**config.mk**
```make
export PLATFORM = sky130hd
export DESIGN_NAME = pipe_hazard_ctrl
export DESIGN_NICKNAME = d
export VERILOG_FILES = /design/src/rtl/pipe_hazard_ctrl.sv
export SDC_FILE = /design/constraint.sdc
export NUM_CORES = 1
export LEC_CHECK = 0
export CAP_MARGIN = 10
export CORE_UTILIZATION = 49
export CTS_CLUSTER_SIZE = 14
export DETAILED_ROUTE_END_ITERATION = 12
export GPL_TIMING_DRIVEN = 0
export PLACE_DENSITY_LB_ADDON = 0.05
export SYNTH_ARGS = -nofsm -noshare
export SYNTH_HDL_FRONTEND = slang
export SYNTH_SLANG_ARGS = --single-unit
```
**constraint.sdc**
```tcl
create_clock -name i_clk -period 2.5 [get_ports i_clk]
set_input_delay 0.375 -clock i_clk [delete_from_list [all_inputs] [get_ports i_clk]]
set_output_delay 0.375 -clock i_clk [all_outputs]
set_load 0.02 [all_outputs]
```
**src/rtl/pipe_hazard_ctrl.sv**
```systemverilog
// Hazard and stall controller for the 5-stage pipeline: load-use bubbles, branch flushes,
// multi-cycle EX freezes with a watchdog, plus stall/flush event counters.
module pipe_hazard_ctrl #(
    parameter int MC_MAX = 64
) (
    input  logic        i_clk,
    input  logic        i_reset,
    input  logic [4:0]  i_id_rs1,
    input  logic [4:0]  i_id_rs2,
    input  logic        i_id_uses_rs1,
    input  logic        i_id_uses_rs2,
    input  logic [4:0]  i_ex_rd,
    input  logic        i_ex_mem_read,
    input  logic        i_branch_taken,
    input  logic        i_ex_mc_start,
    input  logic        i_ex_mc_done,
    output logic        o_pc_en,
    output logic        o_if_id_en,
    output logic        o_id_ex_en,
    output logic        o_if_id_flush,
    output logic        o_id_ex_flush,
    output logic        o_ex_mem_flush,
    output logic        o_busy,
    output logic        o_mc_timeout,
    output logic [31:0] o_stall_cycles,
    output logic [31:0] o_flush_count
);

    localparam int CW = (MC_MAX > 2) ? $clog2(MC_MAX) : 1;
    localparam logic [CW-1:0] WAIT_LAST = CW'(MC_MAX - 1);

    typedef enum logic {
        RUN,
        MC_WAIT
    } state_t;

    state_t        r_state;
    logic [CW-1:0] r_wait_cnt;
    logic          r_mc_timeout;
    logic [31:0]   r_stall_cycles;
    logic [31:0]   r_flush_count;

    logic w_load_use;
    logic w_rs1_hit;
    logic w_rs2_hit;
    logic w_wd_fire;

    // Register x0 is hard-wired to zero, so a load targeting it never creates a dependency.
    assign w_rs1_hit  = i_id_uses_rs1 && (i_id_rs1 == i_ex_rd);
    assign w_rs2_hit  = i_id_uses_rs2 && (i_id_rs2 == i_ex_rd);
    assign w_load_use = i_ex_mem_read && (i_ex_rd != 5'd0) && (w_rs1_hit || w_rs2_hit);
    assign w_wd_fire  = (r_state == MC_WAIT) && !i_ex_mc_done && (r_wait_cnt == WAIT_LAST);

    always_comb begin
        o_pc_en        = 1'b1;
        o_if_id_en     = 1'b1;
        o_id_ex_en     = 1'b1;
        o_if_id_flush  = 1'b0;
        o_id_ex_flush  = 1'b0;
        o_ex_mem_flush = 1'b0;
        case (r_state)
            RUN: begin
                if (i_branch_taken) begin
                    o_if_id_flush = 1'b1;
                    o_id_ex_flush = 1'b1;
                end else if (i_ex_mc_start) begin
                    o_pc_en        = 1'b0;
                    o_if_id_en     = 1'b0;
                    o_id_ex_en     = 1'b0;
                    o_ex_mem_flush = 1'b1;
                end else if (w_load_use) begin
                    o_pc_en       = 1'b0;
                    o_if_id_en    = 1'b0;
                    o_id_ex_flush = 1'b1;
                end
            end
            MC_WAIT: begin
                if (!i_ex_mc_done && !w_wd_fire) begin
                    o_pc_en        = 1'b0;
                    o_if_id_en     = 1'b0;
                    o_id_ex_en     = 1'b0;
                    o_ex_mem_flush = 1'b1;
                end
            end
            default: ;
        endcase
    end

    always_ff @(posedge i_clk) begin
        if (i_reset) begin
            r_state        <= RUN;
            r_wait_cnt     <= '0;
            r_mc_timeout   <= 1'b0;
            r_stall_cycles <= '0;
            r_flush_count  <= '0;
        end else begin
            if (!o_pc_en)
                r_stall_cycles <= r_stall_cycles + 32'd1;
            case (r_state)
                RUN: begin
                    if (i_branch_taken) begin
                        r_flush_count <= r_flush_count + 32'd1;
                    end else if (i_ex_mc_start) begin
                        r_state    <= MC_WAIT;
                        r_wait_cnt <= '0;
                    end
                end
                MC_WAIT: begin
                    if (i_ex_mc_done) begin
                        r_state <= RUN;
                    end else if (w_wd_fire) begin
                        r_state      <= RUN;
                        r_mc_timeout <= 1'b1;
                    end else begin
                        r_wait_cnt <= r_wait_cnt + 1'b1;
                    end
                end
                default: r_state <= RUN;
            endcase
        end
    end

    assign o_busy         = (r_state == MC_WAIT);
    assign o_mc_timeout   = r_mc_timeout;
    assign o_stall_cycles = r_stall_cycles;
    assign o_flush_count  = r_flush_count;

endmodule
```
Word-level counts from Yosys, hierarchy flattened
Cells that the tools add are included.
{"block": "word_totals", "ff_bits": 72, "input_bits": 23, "out_inout_bits": 72, "wordCells": 57}
{"block": "op_classes", "addsub": 3, "n_eq_ne": 7, "mux": 26, "bitwise": 2, "reduce_logical": 14}
{"op": "32-bit by 1-bit adder with 32-bit output, second input constant", "n": 2}
{"op": "6-bit 2-to-1 mux", "n": 4}
{"op": "1-bit 2-to-1 mux", "n": 17}
{"op": "6-bit one-hot mux with 2 select lines", "n": 1}
{"op": "5-bit == test", "n": 2}
{"op": "2-bit != test, second input constant", "n": 4}
{"op": "1-bit one-hot mux with 2 select lines", "n": 4}
{"op": "1-bit logical AND", "n": 7}
{"op": "6-bit by 1-bit adder with 6-bit output, second input constant", "n": 1}
{"op": "6-bit == test, second input constant", "n": 1}
{"op": "5-bit nonzero test", "n": 1}
{"op": "4-bit AND reduction", "n": 1}
{"op": "3-bit AND reduction", "n": 1}
{"op": "1-bit logical NOT", "n": 2}
{"op": "1-bit inverter", "n": 2}
{"op": "2-bit AND reduction", "n": 1}
{"op": "1-bit logical OR", "n": 1}

Longest topological paths before layout
{"block": "depth", "depth_word": 8, "mapped_depth": 8, "ltp_nobuf": 6}

Worst setup path after synthesis
Ideal clock, no wire load.
{"block": "synth_timing", "kind": "input to output", "start": "input port i_ex_rd[0]", "end": "output port o_pc_en", "arrival_time_ns": 2.018, "required_ns": 2.125, "setup_slack_ns": 0.107, "path_stages": 6, "path_buffers": 2, "path_cell_list": "or4_4 -> o211a_1 -> nor3_4 -> buf_6 -> or2_1 -> buf_4"}
{"block": "synth_via", "elab_chain_len": 8, "elab_cells_between_ends": 12, "cone_classes": "2 x eq/ne; 4 x mux; 6 x reduce/logical"}
{"element": "from (decl)", "line_no": "12", "rtl": "input logic [4:0] i_ex_rd,"}
{"element": "5-bit == test (on tied branches)", "line_no": "49, 50"}
{"element": "1-bit logical AND (on tied branches)", "line_no": "49, 50"}
{"element": "1-bit logical OR", "line_no": "51", "rtl": "assign w_load_use = i_ex_mem_read && (i_ex_rd != 5'd0) && (w_rs1_hit || w_rs2_hit);"}
{"element": "1-bit logical AND (*)", "line_no": "51"}
{"element": "1-bit 2-to-1 mux (*) (3 in series)"}
{"element": "1-bit one-hot mux with 2 select lines (*)"}
{"element": "to (decl)", "line_no": "17", "rtl": "output logic o_pc_en,"}
Mark *: on every way between the ends. The rest lies on a longest branch, timed or not.

Worst setup path in the final report
{"block": "layout_timing", "start": "register r_wait_cnt[1]", "end": "output port o_if_id_en"}
{"block": "layout_via", "elab_chain_len": 6}
{"element": "from (decl)", "line_no": "38", "rtl": "logic [CW-1:0] r_wait_cnt;"}
{"element": "from (signal assigned)", "line_no": "115", "rtl": "r_wait_cnt <= r_wait_cnt + 1'b1;"}
{"element": "6-bit == test", "line_no": "52", "rtl": "assign w_wd_fire = (r_state == MC_WAIT) && !i_ex_mc_done && (r_wait_cnt == WAIT_LAST);"}
{"element": "1-bit logical AND", "line_no": "52"}
{"element": "1-bit logical NOT", "line_no": "78", "rtl": "if (!i_ex_mc_done && !w_wd_fire) begin"}
{"element": "1-bit logical AND", "line_no": "78"}
{"element": "1-bit 2-to-1 mux", "line_no": "78"}
{"element": "1-bit one-hot mux with 2 select lines", "line_no": "61", "rtl": "case (r_state)"}
{"element": "to (decl)", "line_no": "18", "rtl": "output logic o_if_id_en,"}
Every way passes these cells.

==> summary.md <==
| Metric | Value |
|---|---|
| Most frequent cells in the layout | `clkdlybuf4s50_1 (84), dfxtp_1 (70), nor2_1 (52), a21oi_1 (29)` |
| Asr flop ratio synth | `0%` |
| Core footprint | `7330 um2` |
| Reg2Reg Setup Slack | `0.12 ns` |
| LEAKAGE | `1.73 nW` |
| Worst r2r path cells | `5` |
| HP Start | `o_stall_cycles[27]$_SDFFE_PP0N_` |
| Initial antenna violation count | `0` |
| CP peak stage delay | `0.33 ns` |
| H-tree levels | `3` |
| DRC violations left | `0` |
| I/O pin count | `95` |
| Vias | `3,730` |
| Commonest non-fill, non-tap cell in the layout | `clkdlybuf4s50_1` |
| Fill count | `597` |
| Power Density | `470 nW/um2` |
| Hold depth | `2` |
| Final min period | `2.40 ns` |
| Placed insts | `624` |
| HPWL after DPL | `6900 um` |
| Vias in the first global route | `3,441` |
| Vias per cell | `5.76` |
| Crit. End Element | `output port` |
| Clk Tree Root Cell | `clkbuf_8` |
| Status | `finished, final reports clean` |
| Remaining global-route overflow | `0` |
| Number of buffers added on ports | `94` |
| First-pass DRT Iterations | `4` |
| Routed wire per std cell | `15.1 um` |
| Layout Skew | `0.00763 ns` |
| Area Overhead vs Synth | `36.1%` |
| Worst flop-to-flop path startpoint | `o_stall_cycles[11]$_SDFFE_PP0N_` |
| Worst path arrival time | `2.02 ns` |
| Hold path endpoint | `o_stall_cycles[27]$_SDFFE_PP0N_` |
| Initial Utilization | `51.1%` |
| Seq/Total Area, Yosys | `38.5%` |
| Std-Cell Rows | `31` |
| Synthesis Warnings | `0` |
| NumNets Final | `570` |
| HP Class | `flop to flop` |
| Final Util | `69.6%` |
| Post-synth EDFFs | `0` |
| Worst slew pin tran | `0.904 ns` |
| Final Non-Filler Cells | `648` |
| Layout cell share with drive strength beyond 1 | `10.7%` |
| DIE AREA | `8000 um2` |
| Max rail drop VDD | `0.000305 V` |
| Syn nets | `457` |
| Main flop type after synthesis | `dfxtp_1` |
| Seq cells post-synth | `72` |
| Critical-path cell list | `ha_2, and3_4, a311oi_4, buf_4, nor3_4, or2_4, buf_4` |
| Post-CTS Hold Buffers | `0` |
| Period utilization | `95.8%` |
| Crit-path slowest cell | `dfxtp_2` |
| Crit-path most repeated cell | `buf_4` |
| Die width | `89.4 um` |
| Synth Cell Area | `3750 um2` |
| Hold_ws | `0.493 ns` |
| RSZ-0062 raised after global routing | `false` |
| Ant diodes | `0` |
| ANT nets after route | `0` |
| Avg Cell Area, Syn | `8.69 um2` |
| Reg2reg end | `o_stall_cycles[31]$_SDFFE_PP0N_` |
| Endpoints failing hold | `0` |
| Worst skew pair latency | `0.34 ns` |
| Synth cell types | `56` |
| Clk buf depth | `2` |
| FF/Latch Area | `1440 um2` |
| Final setup margin | `0.104 ns` |
| Slew Limit Fails | `0` |
| Cells after Synth | `431` |
| Area occupied by multi-input gates | `2180 um2` |
| Initial DRC count | `224` |
| Largest net degree at the start of global routing | `17` |
| Gpl congestion | `0.830` |
| Total wire length | `9800 um` |
| CTS Buf Count | `9` |
| Gr usage total | `25.5%` |
| Fmax | `417 MHz` |
| Setup violators final | `0` |
| CP max FO | `4` |
| Pwr Total | `2.40 mW` |
| CTS tree | `yes` |
| CP Launch Type | `flop` |
| Die height | `89.4 um` |
| CP delay by family, top | `simple AND/OR/NAND/NOR gates` |
| Worst Path Required | `2.12 ns` |
| Slew headroom | `39.3%` |
| Worst path bufs/invs | `2` |
| Crit Path Class | `flop to output port` |
| Post-place setup slack | `-1.06 ns` |
| Num Clock Sinks | `72` |
| First-pass GRT wire length | `15,900 um` |
| Clk slew on worst S/H paths | `0.08 ns` |
| MaxCap Viol Count | `0` |
[cell families (layout without fill, tap and decap cells)]
kind of cell / Yosys count / after routing / synth area share [%]
compound gates: 77 / 77 / 13.8
xor+xnor: 40 / 40 / 9.35
fa+ha+maj: 3 / 3 / 1.00
buf+inv: 34 / 152 / 4.31
flops: 72 / 72 / 38.5
mux: 7 / 7 / 2.34
simple gates: 198 / 198 / 30.7
[synthesized netlist by cell type, types with 3 or more instances]
library cell   n  area share (%)
and4_1         6             1.4
xnor2_1       17             4.0
o31ai_1       23             4.6
nor2b_1        7             1.2
nor4_1         3            0.50
ha_1           3             1.0
nand4_1       24             4.0
or3_1          6             1.0
xor2_1        23             5.4
clkbuf_1      19             1.9
inv_1          9            0.90
nor2_1        54             5.4
buf_6          4             1.2
o41ai_1        3            0.70
a21oi_1       29             3.9
and3_1         8             1.3
mux2_4         3             1.2
nand2_1       20             2.0
or4b_1         3            0.80
dfxtp_1       72              38
nor3_1         3            0.40
nand3_1       23             3.1
or4_1         24             4.8
o21ai_0        8             1.1
[routing by layer]
metal  share of wire [%]  wire, um  vias up  track usage (%)
met1                  46      4470     1786             32.8
li1                    -         -     1834                -
met5                   0         0        -                0
met3                 4.7       456       13             6.09
met4                 1.3       124        0             9.81
met2                  48      4750       97             41.4
[layout make-up]
type	instances	area share [%]
repair buffers	105	19.6
well taps	99	2.43
plain buffers	22	2.11
inverters	9	0.663
clock inverters	6	1.33
clock buffers	10	2.70
multi-input cells	325	42.8
flip-flops and latches	72	28.3
[registers in the layout (all words and copies together), names as in the netlist]
name / flops
o_stall_cycles: 32
o_flush_count: 32
o_mc_timeout: 1
o_busy: 1
r_wait_cnt: 6
[worst reg2reg max path, cell delays in order (launching register included)]
cell and delay, ns:
dfxtp_1 0.45, nand4_1 0.21, nor3_1 0.78, nand2_1 0.12
nor4_1 0.38, mux2_4 0.33
[metrics by stage]
step	TNS (ns)	cell area (um2)
2_1_floorplan	0	3750
3_3_place_gp	-9.59	4810
3_5_place_dp	-10.86	4810
4_1_cts	-0.0434	5070
5_1_grt	0	5100
6_report	0	5100
[where the power goes]
| part | total (mW) | internal, mW | switching (mW) |
|---|---|---|---|
| combinational | 0.272 | 0.114 | 0.158 |
| sequential | 1.17 | 1.15 | 0.0119 |
| clock | 0.958 | 0.492 | 0.466 |
[worst max-delay path by stage]
stage	slack, ns	endpoint	cells after the start	startpoint
2_1_floorplan	0.11	o_pc_en	6	i_ex_rd[0]
3_3_place_gp	-1.03	o_pc_en	8	i_ex_rd[0]
3_5_place_dp	-1.06	o_pc_en	8	i_ex_rd[0]
4_1_cts	-0.04	o_pc_en	9	r_wait_cnt[0]$_SDFFE_PP0P_
5_1_grt	0.01	o_stall_cycles[30]$_SDFFE_PP0N_	6	o_stall_cycles[0]$_SDFFE_PP0N_
6_report	0.10	o_if_id_en	7	r_wait_cnt[1]$_SDFFE_PP0P_
[repair_timing]
action | CTS | global route
gates resized for setup | 28 | 10
buffers inserted | 5 | 6
setup endpoints to repair | 5 | 6
pin swaps | 2 | 7
Power figures use the tool's default switching activity.
